--- config.mk ---
export PLATFORM = sky130hd
export DESIGN_NAME = wb_arbiter
export DESIGN_NICKNAME = d
export VERILOG_FILES = /design/src/rtl/wb_arbiter.sv
export SDC_FILE = /design/constraint.sdc
export NUM_CORES = 1
export LEC_CHECK = 0
export BUFFER_PORTS_ARGS = -buffer_cell sky130_fd_sc_hd__buf_2
export CORE_AREA = 2 2 125 127
export DETAILED_ROUTE_END_ITERATION = 16
export DIE_AREA = 0 0 127 129
export GPL_ROUTABILITY_DRIVEN = 0
export GPL_TIMING_DRIVEN = 0
export PLACE_DENSITY = 0.52
export SKIP_CTS_REPAIR_TIMING = 1
export SLEW_MARGIN = 20
export SYNTH_ARGS = -nofsm -noshare
export SYNTH_HDL_FRONTEND = slang
export SYNTH_SLANG_ARGS = --single-unit
--- constraint.sdc ---
create_clock -name clk_i -period 2.85 [get_ports clk_i]
set_input_delay 0 -clock clk_i [delete_from_list [all_inputs] [get_ports clk_i]]
set_output_delay 0 -clock clk_i [all_outputs]
set_load 0.1 [all_outputs]
--- src/rtl/wb_arbiter.sv ---
// wb_arbiter: round-robin Wishbone B4 classic arbiter, two masters (m0 fetch, m1 load/store) onto one slave bus.
// Latency: 1 cycle from CYC to grant; once granted, request and response paths are combinational.
// Backpressure: a grant is held for the whole CYC; the other master waits, and the slave stalls by withholding ACK/ERR.
// Build option: define WB_ARB_TIMEOUT_EN to force an ERR after TIMEOUT_CYCLES stalled strobe cycles.
module wb_arbiter #(
  parameter int ADR_WIDTH      = 32,
  parameter int DAT_WIDTH      = 32,
  parameter int TIMEOUT_CYCLES = 255
) (
  input  logic                   clk_i,
  input  logic                   rst_i,

  input  logic                   m0_cyc_i,
  input  logic                   m0_stb_i,
  input  logic                   m0_we_i,
  input  logic [ADR_WIDTH-1:0]   m0_adr_i,
  input  logic [DAT_WIDTH-1:0]   m0_dat_i,
  input  logic [DAT_WIDTH/8-1:0] m0_sel_i,
  output logic [DAT_WIDTH-1:0]   m0_dat_o,
  output logic                   m0_ack_o,
  output logic                   m0_err_o,

  input  logic                   m1_cyc_i,
  input  logic                   m1_stb_i,
  input  logic                   m1_we_i,
  input  logic [ADR_WIDTH-1:0]   m1_adr_i,
  input  logic [DAT_WIDTH-1:0]   m1_dat_i,
  input  logic [DAT_WIDTH/8-1:0] m1_sel_i,
  output logic [DAT_WIDTH-1:0]   m1_dat_o,
  output logic                   m1_ack_o,
  output logic                   m1_err_o,

  output logic                   s_cyc_o,
  output logic                   s_stb_o,
  output logic                   s_we_o,
  output logic [ADR_WIDTH-1:0]   s_adr_o,
  output logic [DAT_WIDTH-1:0]   s_dat_o,
  output logic [DAT_WIDTH/8-1:0] s_sel_o,
  input  logic [DAT_WIDTH-1:0]   s_dat_i,
  input  logic                   s_ack_i,
  input  logic                   s_err_i,

  output logic [1:0]             gnt_o
);

  // A misconfigured stall limit is caught at elaboration rather than silently truncated.
  if (TIMEOUT_CYCLES < 1 || TIMEOUT_CYCLES > 65535) begin : g_timeout_range
    $error("wb_arbiter: TIMEOUT_CYCLES must be within 1..65535");
  end

  typedef enum logic [1:0] {
    IDLE = 2'd0,
    GNT0 = 2'd1,
    GNT1 = 2'd2
  } state_t;

  state_t     state;
  state_t     state_nxt;
  logic       last_gnt;      // 0: m0 was served last, 1: m1 was served last
  logic       last_gnt_nxt;
  logic [1:0] gnt;
  logic       to_err;        // forced error from the stall watchdog (0 when not built in)

  // State register: grant and round-robin history; reset makes m0 win the first tie.
  always_ff @(posedge clk_i or posedge rst_i) begin
    if (rst_i) begin
      state    <= IDLE;
      last_gnt <= 1'b1;
    end else begin
      state    <= state_nxt;
      last_gnt <= last_gnt_nxt;
    end
  end

  // Next-state: arbitrate only from IDLE or at release; a live CYC is never pre-empted.
  always_comb begin
    state_nxt    = state;
    last_gnt_nxt = last_gnt;
    case (state)
      IDLE: begin
        if (m0_cyc_i && m1_cyc_i) begin
          state_nxt = last_gnt ? GNT0 : GNT1;
        end else if (m0_cyc_i) begin
          state_nxt = GNT0;
        end else if (m1_cyc_i) begin
          state_nxt = GNT1;
        end
      end
      GNT0: begin
        if (!m0_cyc_i) begin
          last_gnt_nxt = 1'b0;
          // Hand straight over when m1 is already waiting, saving the idle cycle.
          state_nxt    = m1_cyc_i ? GNT1 : IDLE;
        end
      end
      GNT1: begin
        if (!m1_cyc_i) begin
          last_gnt_nxt = 1'b1;
          state_nxt    = m0_cyc_i ? GNT0 : IDLE;
        end
      end
      default: begin
        state_nxt = IDLE;
      end
    endcase
  end

  // Request mux: the granted master drives the slave bus; with no grant the bus is all zeros.
  always_comb begin
    gnt     = 2'b00;
    s_cyc_o = 1'b0;
    s_stb_o = 1'b0;
    s_we_o  = 1'b0;
    s_adr_o = '0;
    s_dat_o = '0;
    s_sel_o = '0;
    case (state)
      GNT0: begin
        gnt     = 2'b01;
        s_cyc_o = m0_cyc_i;
        s_stb_o = m0_stb_i;
        s_we_o  = m0_we_i;
        s_adr_o = m0_adr_i;
        s_dat_o = m0_dat_i;
        s_sel_o = m0_sel_i;
      end
      GNT1: begin
        gnt     = 2'b10;
        s_cyc_o = m1_cyc_i;
        s_stb_o = m1_stb_i;
        s_we_o  = m1_we_i;
        s_adr_o = m1_adr_i;
        s_dat_o = m1_dat_i;
        s_sel_o = m1_sel_i;
      end
      default: ;
    endcase
  end

  assign gnt_o = gnt;

  // Response routing: terminations reach only the granted master; read data is broadcast.
  always_comb begin
    m0_ack_o = s_ack_i & gnt[0];
    m1_ack_o = s_ack_i & gnt[1];
    m0_err_o = (s_err_i | to_err) & gnt[0];
    m1_err_o = (s_err_i | to_err) & gnt[1];
  end

  assign m0_dat_o = s_dat_i;
  assign m1_dat_o = s_dat_i;

`ifdef WB_ARB_TIMEOUT_EN
  localparam logic [15:0] TO_LIMIT = 16'(TIMEOUT_CYCLES);

  logic [15:0] to_cnt;
  logic        stall;
  logic        to_hit;

  // A stalled cycle is a granted, live strobe the slave has not terminated.
  assign stall  = s_cyc_o && s_stb_o && !s_ack_i && !s_err_i;
  assign to_hit = (to_cnt == TO_LIMIT);
  // A slave ACK landing in the timeout cycle wins; the transfer completes normally.
  assign to_err = to_hit && s_cyc_o && s_stb_o && !s_ack_i;

  // Stall watchdog: counts consecutive stalled cycles; restarts on any termination, idle strobe or grant change.
  always_ff @(posedge clk_i or posedge rst_i) begin
    if (rst_i) begin
      to_cnt <= '0;
    end else if (to_hit || !stall || (state_nxt != state)) begin
      to_cnt <= '0;
    end else begin
      to_cnt <= to_cnt + 16'd1;
    end
  end
`else
  assign to_err = 1'b0;
`endif

endmodule
==> metrics.md, run 1 <==
| Metric | Value |
|---|---|
| Worst-case clock skew | `approximately 0.72 ps` |
| Main synth FF type | `dfrtp_1` |
| Max-Cap Viols | `0` |
| Detail Placement HPWL | `between 7000 and 8000 microns` |
| Max Buffers Root-to-Sink | `2` |
| Synth area leader | `a22oi_1` |
| DR pass1 iterations | `4` |
| Fmax | `0.4002 GHz` |
| Worst relative slew slack | `between 60 and 70%` |
| PortBufs | `286` |
| Antenna viol nets, final | `0` |
| DRC Markers | `0` |
| Drt initial violations | `62` |
| Clock Sinks | `3` |
| Yosys cell types | `25` |
| Hold crit path type | `input pin to flop` |
| Overall routed net length | `9107 microns` |
| Initial antenna violation count | `0` |
| Synthesized cell area | `around 0.0019 sq mm` |
| P&R area growth vs syn | `93.41%` |
| CTS buffer count | `3` |
| Vias in the first global route | `2555` |
| Largest net degree at the start of global routing | `11` |
| Crit path time final | `2499 ps` |
| Post-DR wirelength/cell | `12.31 microns` |
| DR vias/cell | `3.838` |
| Synth top area share | `27.96%` |
| First-pass GRT wire length | `12570 microns` |
| Yosys warnings | `0` |
| CP endpoint kind | `output pin` |
| Worst skew pair latency | `220 ps` |
| Mean post-synth cell area | `7.200 sq um` |
| Nets@finish | `737` |
| Starting Density | `between 10% and 20%` |
| Die Wd | `between 100 and 150 microns` |
| CP Max Fanout | `10` |
| Worst slew pin tran | `between 500 and 600 ps` |
| Die Area | `~0.016 sq mm` |
| Root buf cell | `clkbuf_16` |
| Final period utilization | `a little under 90%` |
| Fraction of layout cells with a size suffix above 1 | `between 60% and 70%` |
| Number of synthesized register bits | `3` |
| Post-synth EDFFs | `0` |
| Gate Count Post-Synth | `about 260` |
| Syn nets | `approximately 450` |
| GRT Util Overall | `9.521%` |
| Reg area | `76.32 sq um` |
| Core area | `~0.015 sq mm` |
| Inserted Diodes | `0` |
| Slew Viols, Final | `0` |
| GRT busiest layer | `met2` |
| Num ports | `~320` |
| Filler instances | `about 1700` |
| FFs w/ async S/R, synth | `100.0%` |
| Status | `finished, final reports clean` |
| Type of the worst setup path | `flop to output pin` |
| Setup TNS | `0 ps` |
| Area contributors post-synth | `a22oi_1, buf_4, nor2b_1` |
| Startpoint types | `flop` |
| GRT overflow | `0` |
| Die Y | `between 100 and 150 microns` |
| RSZ-0062 raised after global routing | `false` |
| Crit path DAT | `2500 ps` |
| CTS tree | `done` |
| M2 GR Usage | `between 15 and 20%` |
| Via count | `between 2000 and 3000` |
| CTS clock-pin slew for the worst setup and hold paths | `30 ps` |
| Hold Violations, Final | `0` |
| Routing usage on met1 | `about an eighth` |
| Core Rows | `between 40 and 50` |
| Met3 Use GR | `less than 1%` |
| Sequential area share after synthesis | `slightly above 4%` |
| # H-tree levels | `1` |
| Multi-input logic area | `between 0.001 and 0.0015 sq mm` |
| Commonest cells in the netlist | `a22oi_1, nor2b_1, buf_4` |
| Final setup vio count | `0` |
| WP data required | `2850 ps` |
[path summary, 6_finish.rpt]
path | start | to | slack, ps | cells past startpoint
worst min-delay path | m0_cyc_i | state[0]$_DFFE_PP0P_ | 110 | 3
worst max register to register | state[0]$_DFFE_PP0P_ | state[1]$_DFFE_PP0P_ | 1180 | 5
worst min register to register | last_gnt$_DFFE_PP1P_ | last_gnt$_DFFE_PP1P_ | 520 | 1
min in group asynchronous | rst_i | state[0]$_DFFE_PP0P_ | 180 | 3
worst max-delay path | state[0]$_DFFE_PP0P_ | s_adr_o[31] | 350 | 7
max in group asynchronous | rst_i | last_gnt$_DFFE_PP1P_ | 2450 | 3
[cells by family (layout without fill, tap and decap cells)]
group	after synthesis	in the layout	share of synthesized area, %
flip-flops	3	3	4.062
AND/OR/NAND/NOR	81	81	27.36
buffers and inverters	92	383	32.49
AO/OA/AOI/OAI	78	78	31.29
adder cells (fa/ha/maj)	6	6	3.995
multiplexers	1	1	0.7987
[registers in the layout, summed over array words and instances, names as in the netlist]
register	flops
last_gnt	1
state	2
[critical path, stage by stage, from the launching register on]
cell      delay (ps)
dfrtp_1          400
inv_1            130
ha_1             180
clkbuf_1         370
buf_2            340
a22oi_1          150
nor2b_1          220
buf_2            470
[routing by layer]
metal,vias to the layer above,share of wire (%)
met4,0,1.1
li1,1433,-
met5,-,0
met2,174,51
met3,6,7.2
met1,1227,41
[stage by stage]
stage	hold slack (ps)	cell area, sq um	instances	worst slack (ps)	util [%]
finish	113.8	3635	740	351.3	24.27
global route	137.7	3635	740	101.2	24.27
CTS	-354.3	3625	739	233.5	24.20
detailed placement	-120.5	3546	735	465.6	23.68
global placement	-125.8	3546	735	487.0	23.68
floorplan	-247.1	1879	261	364.9	-
[final cells by class]
cell class | instances | area share [%]
Clock buffer | 4 | 2.169
Multi-Input combinational cell | 166 | 32.81
Buffer | 88 | 16.39
Sequential cell | 3 | 2.100
Tap cell | 188 | 6.472
Timing Repair Buffer | 287 | 39.66
Inverter | 4 | 0.4131
[layout by cell type, fill, tap and decap left out, types with 2 or more instances in the layout]
cell type,n
inv_1,4
clkbuf_16,3
clkbuf_1,9
ha_1,6
and2_1,4
buf_4,66
nor2b_1,70
dfrtp_1,2
buf_2,300
a22oi_1,70
a21oi_1,2
Power of run 1 is not shown: default switching activity piles up to over one toggle a cycle in this logic, so the estimate is an artifact.
==> run 2: changes to the inputs <==
--- a/config.mk
+++ b/config.mk
@@ -6,12 +6,12 @@
 export NUM_CORES = 1
 export LEC_CHECK = 0
 export BUFFER_PORTS_ARGS = -buffer_cell sky130_fd_sc_hd__buf_2
-export CORE_AREA = 2 2 125 127
+export CORE_AREA = 2 2 124 126
 export DETAILED_ROUTE_END_ITERATION = 16
-export DIE_AREA = 0 0 127 129
+export DIE_AREA = 0 0 126 128
 export GPL_ROUTABILITY_DRIVEN = 0
 export GPL_TIMING_DRIVEN = 0
-export PLACE_DENSITY = 0.52
+export PLACE_DENSITY = 0.53
 export SKIP_CTS_REPAIR_TIMING = 1
 export SLEW_MARGIN = 20
 export SYNTH_ARGS = -nofsm -noshare
==> metrics.md, run 2 (same netlist as run 1, synthesis figures left out) <==
| Metric | Value |
|---|---|
| Status | `finished, final reports clean` |
| Nets@finish | `737 (unchanged)` |
| Final period utilization | `83.92% (-3.8 points)` |
| Core area | `0.01486 sq mm (-0.75%)` |
| GRT overflow | `0 (unchanged)` |
| Overall routed net length | `8889 microns (-2.4%)` |
| Hold_ws | `127.1 ps (+13.27 ps)` |
| Filler instances | `1662 (-2.4%)` |
| Placed Area | `0.003546 sq mm (unchanged)` |
| CP Max Fanout | `10 (unchanged)` |
| P&R area growth vs syn | `93.41% (unchanged)` |
| Type of the worst setup path | `flop to output pin` |
| Final setup vio count | `0 (unchanged)` |
| Commonest non-fill, non-tap cell in the layout | `buf_2` |
| Core Rows | `45 (unchanged)` |
| Commonest cells after routing, fill and taps aside | `buf_2, a22oi_1, nor2b_1` |
| Antenna viol nets, final | `0 (unchanged)` |
| Critical Path Sink | `s_dat_o[10]` |
| DR vias/cell | `3.884 (+1.2%)` |
| Vias in the first global route | `2593 (+1.5%)` |
| Detail Placement HPWL | `7767 microns (-2.6%)` |
| Crit-path leading delay family | `buffers and inverters` |
| Most Frequent Cell on Critical Path | `buf_2` |
| Capture point of the worst reg-to-reg path | `state[1]$_DFFE_PP0P_` |
| Largest net degree at the start of global routing | `11 (unchanged)` |
| Worst relative slew slack | `66.63% (+0.55 points)` |
| GRT Util Overall | `9.624% (+0.10 points)` |
| Worst skew pair latency | `230 ps (about the same)` |
| Starting Density | `12.64% (+0.095 points)` |
| Slew Viols, Final | `0 (unchanged)` |
| First-pass GRT wire length | `12600 microns (+0.22%)` |
| Flop2flop setup slack | `1190 ps (about the same)` |
| Max Buffers Root-to-Sink | `2 (unchanged)` |
| Hold crit path type | `input pin to flop` |
| Num ports | `319 (unchanged)` |
| Critical path depth in cells | `7 (unchanged)` |
| Largest stage delay on the critical path | `460 ps (about the same)` |
| Post-DR wirelength/cell | `12.01 microns (-2.4%)` |
| Slowest CP cell | `buf_2` |
| Hold Violations, Final | `0 (unchanged)` |
| CTS buffer count | `3 (unchanged)` |
| CTS tree | `done` |
| Largest Register | `state` |
| Worst Setup SP | `state[0]$_DFFE_PP0P_` |
| Critical path cell sequence | `inv_1, ha_1, clkbuf_1, buf_2, a22oi_1, nor2b_1, buf_2` |
| Max-Cap Viols | `0 (unchanged)` |
| Worst slew pin tran | `504.0 ps (-8.291 ps)` |
| Fraction of layout cells with a size suffix above 1 | `68.12% (unchanged)` |
| Initial antenna violation count | `0 (unchanged)` |
| R2r startpoint | `state[0]$_DFFE_PP0P_` |
| Number of flip-flops under the largest register name | `2 (unchanged)` |
| DR pass1 iterations | `4 (unchanged)` |
| WP buf/inv | `4 (unchanged)` |
| Die Wd | `126 microns (-0.79%)` |
| PortBufs | `286 (unchanged)` |
| WP data required | `2850 ps (about the same)` |
| Root buf cell | `clkbuf_16` |
| Worst-case clock skew | `3.297 ps (+2.573 ps)` |
| Via count | `2874 (+1.2%)` |
| Die Y | `128 microns (-0.78%)` |
| CP endpoint kind | `output pin` |
| Startpoint types | `flop` |
| CTS clock-pin slew for the worst setup and hold paths | `30 ps (about the same)` |
| Setup TNS | `0 ps (unchanged)` |
| Cell area after layout | `0.003635 sq mm (unchanged)` |
| Inserted Diodes | `0 (unchanged)` |
| Largest regs | `state (2), last_gnt (1)` |
| # H-tree levels | `1 (unchanged)` |
| DRC Markers | `0 (unchanged)` |
| Die Area | `0.01613 sq mm (-1.6%)` |
| Crit path time final | `2392 ps (-107.1 ps)` |
| Clock Sinks | `3 (unchanged)` |
| Drt initial violations | `45 (-27%)` |
| RSZ-0062 raised after global routing | `false` |
| Crit path DAT | `2390 ps (-110 ps)` |
| Fmax | `0.4181 GHz (+4.5%)` |
| Finished Core Util | `24.45% (+0.18 points)` |
| Worst-case reg-to-reg path depth | `5 (unchanged)` |
-- run 2: cell counts in the layout (fill, tap and decap cells not counted) --
No cell type changed its count.
-- run 2: stage by stage --
stage	instances	setup WS (ps)
3_5_place_dp	735	570.4
2_1_floorplan	261	364.9
6_report	740	458.4
5_1_grt	740	236.7
3_3_place_gp	735	565.7
4_1_cts	739	327.5
-- run 2: worst min-delay path by stage --
stage | startpoint | to | slack (ps) | depth (start not counted)
6_report | m0_cyc_i | state[0]$_DFFE_PP0P_ | 130 | 3
5_1_grt | m0_cyc_i | state[0]$_DFFE_PP0P_ | 150 | 3
4_1_cts | rst_i | state[1]$_DFFE_PP0P_ | -350 | 2
3_5_place_dp | rst_i | state[1]$_DFFE_PP0P_ | -110 | 2
3_3_place_gp | rst_i | state[1]$_DFFE_PP0P_ | -130 | 2
2_1_floorplan | rst_i | state[0]$_DFFE_PP0P_ | -250 | 1
-- run 2: final cells by class --
class                           count  area, sq um  share of cell area, %
Tap cell                          188        235.2                  6.472
Sequential cell                     3        76.32                  2.100
Timing Repair Buffer              287         1441                  39.66
Inverter                            4        15.01                 0.4131
Clock buffer                        4        78.83                  2.169
Buffer                             88        595.6                  16.39
Multi-Input combinational cell    166         1192                  32.81
-- run 2: metal layers --
layer  vias to the layer above  track usage [%]  routed length (microns)
met5                         -                0                        0
met4                         0            2.069                       95
met3                         7            1.043                      779
met2                       184            19.45                     4735
met1                      1248            10.70                     3279
li1                       1435                -                        -
-- run 2: worst reg2reg max path: cells and delay by family (launching register included) --
kind / cells / cell delay (ps)
fa+ha+maj: 1 / 220
buf+inv: 1 / 130
mux: 1 / 300
simple gates: 2 / 490
flops: 1 / 400
Power of run 2 is left out for the same reason.
==> run 3: changes to the inputs <==
--- a/config.mk
+++ b/config.mk
@@ -11,7 +11,7 @@
 export DIE_AREA = 0 0 126 128
 export GPL_ROUTABILITY_DRIVEN = 0
 export GPL_TIMING_DRIVEN = 0
-export PLACE_DENSITY = 0.53
+export PLACE_DENSITY = 0.54
 export SKIP_CTS_REPAIR_TIMING = 1
 export SLEW_MARGIN = 20
 export SYNTH_ARGS = -nofsm -noshare
==> constraint.sdc (replaced) <==
create_clock -name clk_i -period 2.1 [get_ports clk_i]
set_input_delay 0 -clock clk_i [delete_from_list [all_inputs] [get_ports clk_i]]
set_output_delay 0 -clock clk_i [all_outputs]
set_load 0.1 [all_outputs]
==> metrics.md, run 3 (same netlist as run 1, synthesis figures left out) <==
| Metric | Value |
|---|---|
| Detail Placement HPWL | `7567 microns (-2.6%)` |
| Pre-CTS setup slack | `-138.3 ps (-708.7 ps)` |
| Fraction of layout cells with a size suffix above 1 | `82.79% (+15 points)` |
| DR vias/cell | `3.905 (+0.56%)` |
| Core area | `0.01486 sq mm (unchanged)` |
| Max Buffers Root-to-Sink | `2 (unchanged)` |
| WP buf/inv | `3 (-1)` |
| Setup ws final | `124.0 ps (-334.4 ps)` |
| GRT Util Overall | `9.379% (-0.24 points)` |
| Worst-case reg-to-reg path depth | `5 (unchanged)` |
| CP endpoint kind | `output pin` |
| CP Max Fanout | `10 (unchanged)` |
| RSZ-0062 raised after global routing | `true` |
| WP data required | `2100 ps (-750 ps)` |
| Largest Register | `state` |
| Via count | `2890 (+0.56%)` |
| R2r startpoint | `state[0]$_DFFE_PP0P_` |
| PortBufs | `286 (unchanged)` |
| Root buf cell | `clkbuf_16` |
| Number of flip-flops under the largest register name | `2 (unchanged)` |
| Final setup vio count | `0 (unchanged)` |
| Slowest CP cell | `ha_2` |
| Initial antenna violation count | `0 (unchanged)` |
| Inserted Diodes | `0 (unchanged)` |
| Largest regs | `state (2), last_gnt (1)` |
| Num ports | `319 (unchanged)` |
| Capture point of the worst reg-to-reg path | `state[1]$_DFFE_PP0P_` |
| Antenna viol nets, final | `0 (unchanged)` |
| Final period utilization | `around 94%` |
| Hold Violations, Final | `0 (unchanged)` |
| Clock Sinks | `3 (unchanged)` |
| Worst slew pin tran | `491.4 ps (-12.53 ps)` |
| Status | `finished, final reports clean` |
| Commonest non-fill, non-tap cell in the layout | `buf_2` |
| GRT overflow | `0 (unchanged)` |
| Post-DR wirelength/cell | `12.19 microns (+1.5%)` |
| Die Area | `0.01613 sq mm (unchanged)` |
| First-pass GRT wire length | `12720 microns (+0.98%)` |
| Worst skew pair latency | `220 ps (about the same)` |
| Critical Path Sink | `s_dat_o[29]` |
| Worst-case clock skew | `1.813 ps (-1.484 ps)` |
| Commonest cells after routing, fill and taps aside | `buf_2, buf_4, a22oi_1, nor2b_2, buf_6` |
| Crit path time final | `a little under 2000 ps` |
| Largest stage delay on the critical path | `480 ps (+20 ps)` |
| Drt initial violations | `82 (+82%)` |
| CTS tree | `done` |
| Largest net degree at the start of global routing | `11 (unchanged)` |
| Vias in the first global route | `2633 (+1.5%)` |
| Cell Count, Final, Fillers Out | `740 (unchanged)` |
| Flop2flop setup slack | `430 ps (-760 ps)` |
| Worst relative slew slack | `67.46% (+0.83 points)` |
| Fmax | `slightly above 0.5 GHz` |
| Critical path depth in cells | `5 (-2)` |
| Type of the worst setup path | `flop to output pin` |
| Crit-path leading delay family | `buffers and inverters` |
| Core Rows | `45 (unchanged)` |
| Hold crit path type | `input pin to flop` |
| Startpoint types | `flop` |
| Worst Setup SP | `state[1]$_DFFE_PP0P_` |
| Starting Density | `12.64% (unchanged)` |
| CTS clock-pin slew for the worst setup and hold paths | `30 ps (about the same)` |
| Max-Cap Viols | `0 (unchanged)` |
| DRC Markers | `0 (unchanged)` |
| Slew Viols, Final | `0 (unchanged)` |
| Nets@finish | `737 (unchanged)` |
| DR pass1 iterations | `4 (unchanged)` |
| Critical path cell sequence | `inv_1, ha_2, clkbuf_2, nor2b_2, clkbuf_4` |
| P&R area growth vs syn | `121.0%` |
| Die Wd | `126 microns (unchanged)` |
| Overall routed net length | `9023 microns (+1.5%)` |
| Crit path DAT | `1980 ps (-410 ps)` |
| CTS buffer count | `3 (unchanged)` |
| Die Y | `128 microns (unchanged)` |
| # H-tree levels | `1 (unchanged)` |
| Placed cell count | `735 (unchanged)` |
| Filler instances | `1614 (-2.9%)` |
[run 3: cell types whose count changed in the layout (fill, tap and decap cells not counted), sizes merged]
cell / before / now
buf: 366 / 351
clkbuf: 12 / 27
[run 3: stage by stage]
step           hold WS [ps]  TNS, ps  area, sq um  util, %
2_1_floorplan        -247.1        0         2057        -
3_3_place_gp         -130.7    -3385         3724    25.05
3_5_place_dp         -129.0    -4736         3724    25.05
4_1_cts              -359.0   -22260         3802    25.58
5_1_grt               139.0   -38.79         4154    27.95
6_report              109.1        0         4154    27.95
[run 3: worst min-delay path by stage]
stage               startpoint                    to  slack (ps)  cells after the start
floorplan                rst_i  state[0]$_DFFE_PP0P_        -250                      1
global placement         rst_i  state[1]$_DFFE_PP0P_        -130                      2
detailed placement       rst_i  state[1]$_DFFE_PP0P_        -130                      2
CTS                      rst_i  state[1]$_DFFE_PP0P_        -360                      2
global route          m0_cyc_i  state[0]$_DFFE_PP0P_         140                      3
finish                m0_cyc_i  state[0]$_DFFE_PP0P_         110                      3
[run 3: final cells by class]
class	instances	area [sq um]	area share, %
buffer	88	636.9	15.33
clock buffer	4	78.83	1.898
inverter	4	15.01	0.3614
multi-input combinational	166	1373	33.04
sequential	3	76.32	1.837
tap	188	235.2	5.663
timing repair buffer	287	1739	41.87
[run 3: worst reg2reg max path, cell delays in order (launching register included)]
cell and delay, ps:
dfrtp_1 400, inv_1 140, ha_2 220, or3b_4 390, nand2_2 90, mux2_4 300
[run 3: metal layers]
layer | part of all wire, % | global-route usage, % | vias up
met3 | 8.2 | 1.294 | 2
met1 | 39 | 11.61 | 1291
met2 | 53 | 17.81 | 163
met4 | 0.13 | 0.9050 | 0
met5 | 0 | 0 | -
li1 | - | - | 1434
Power of run 3 is left out for the same reason.
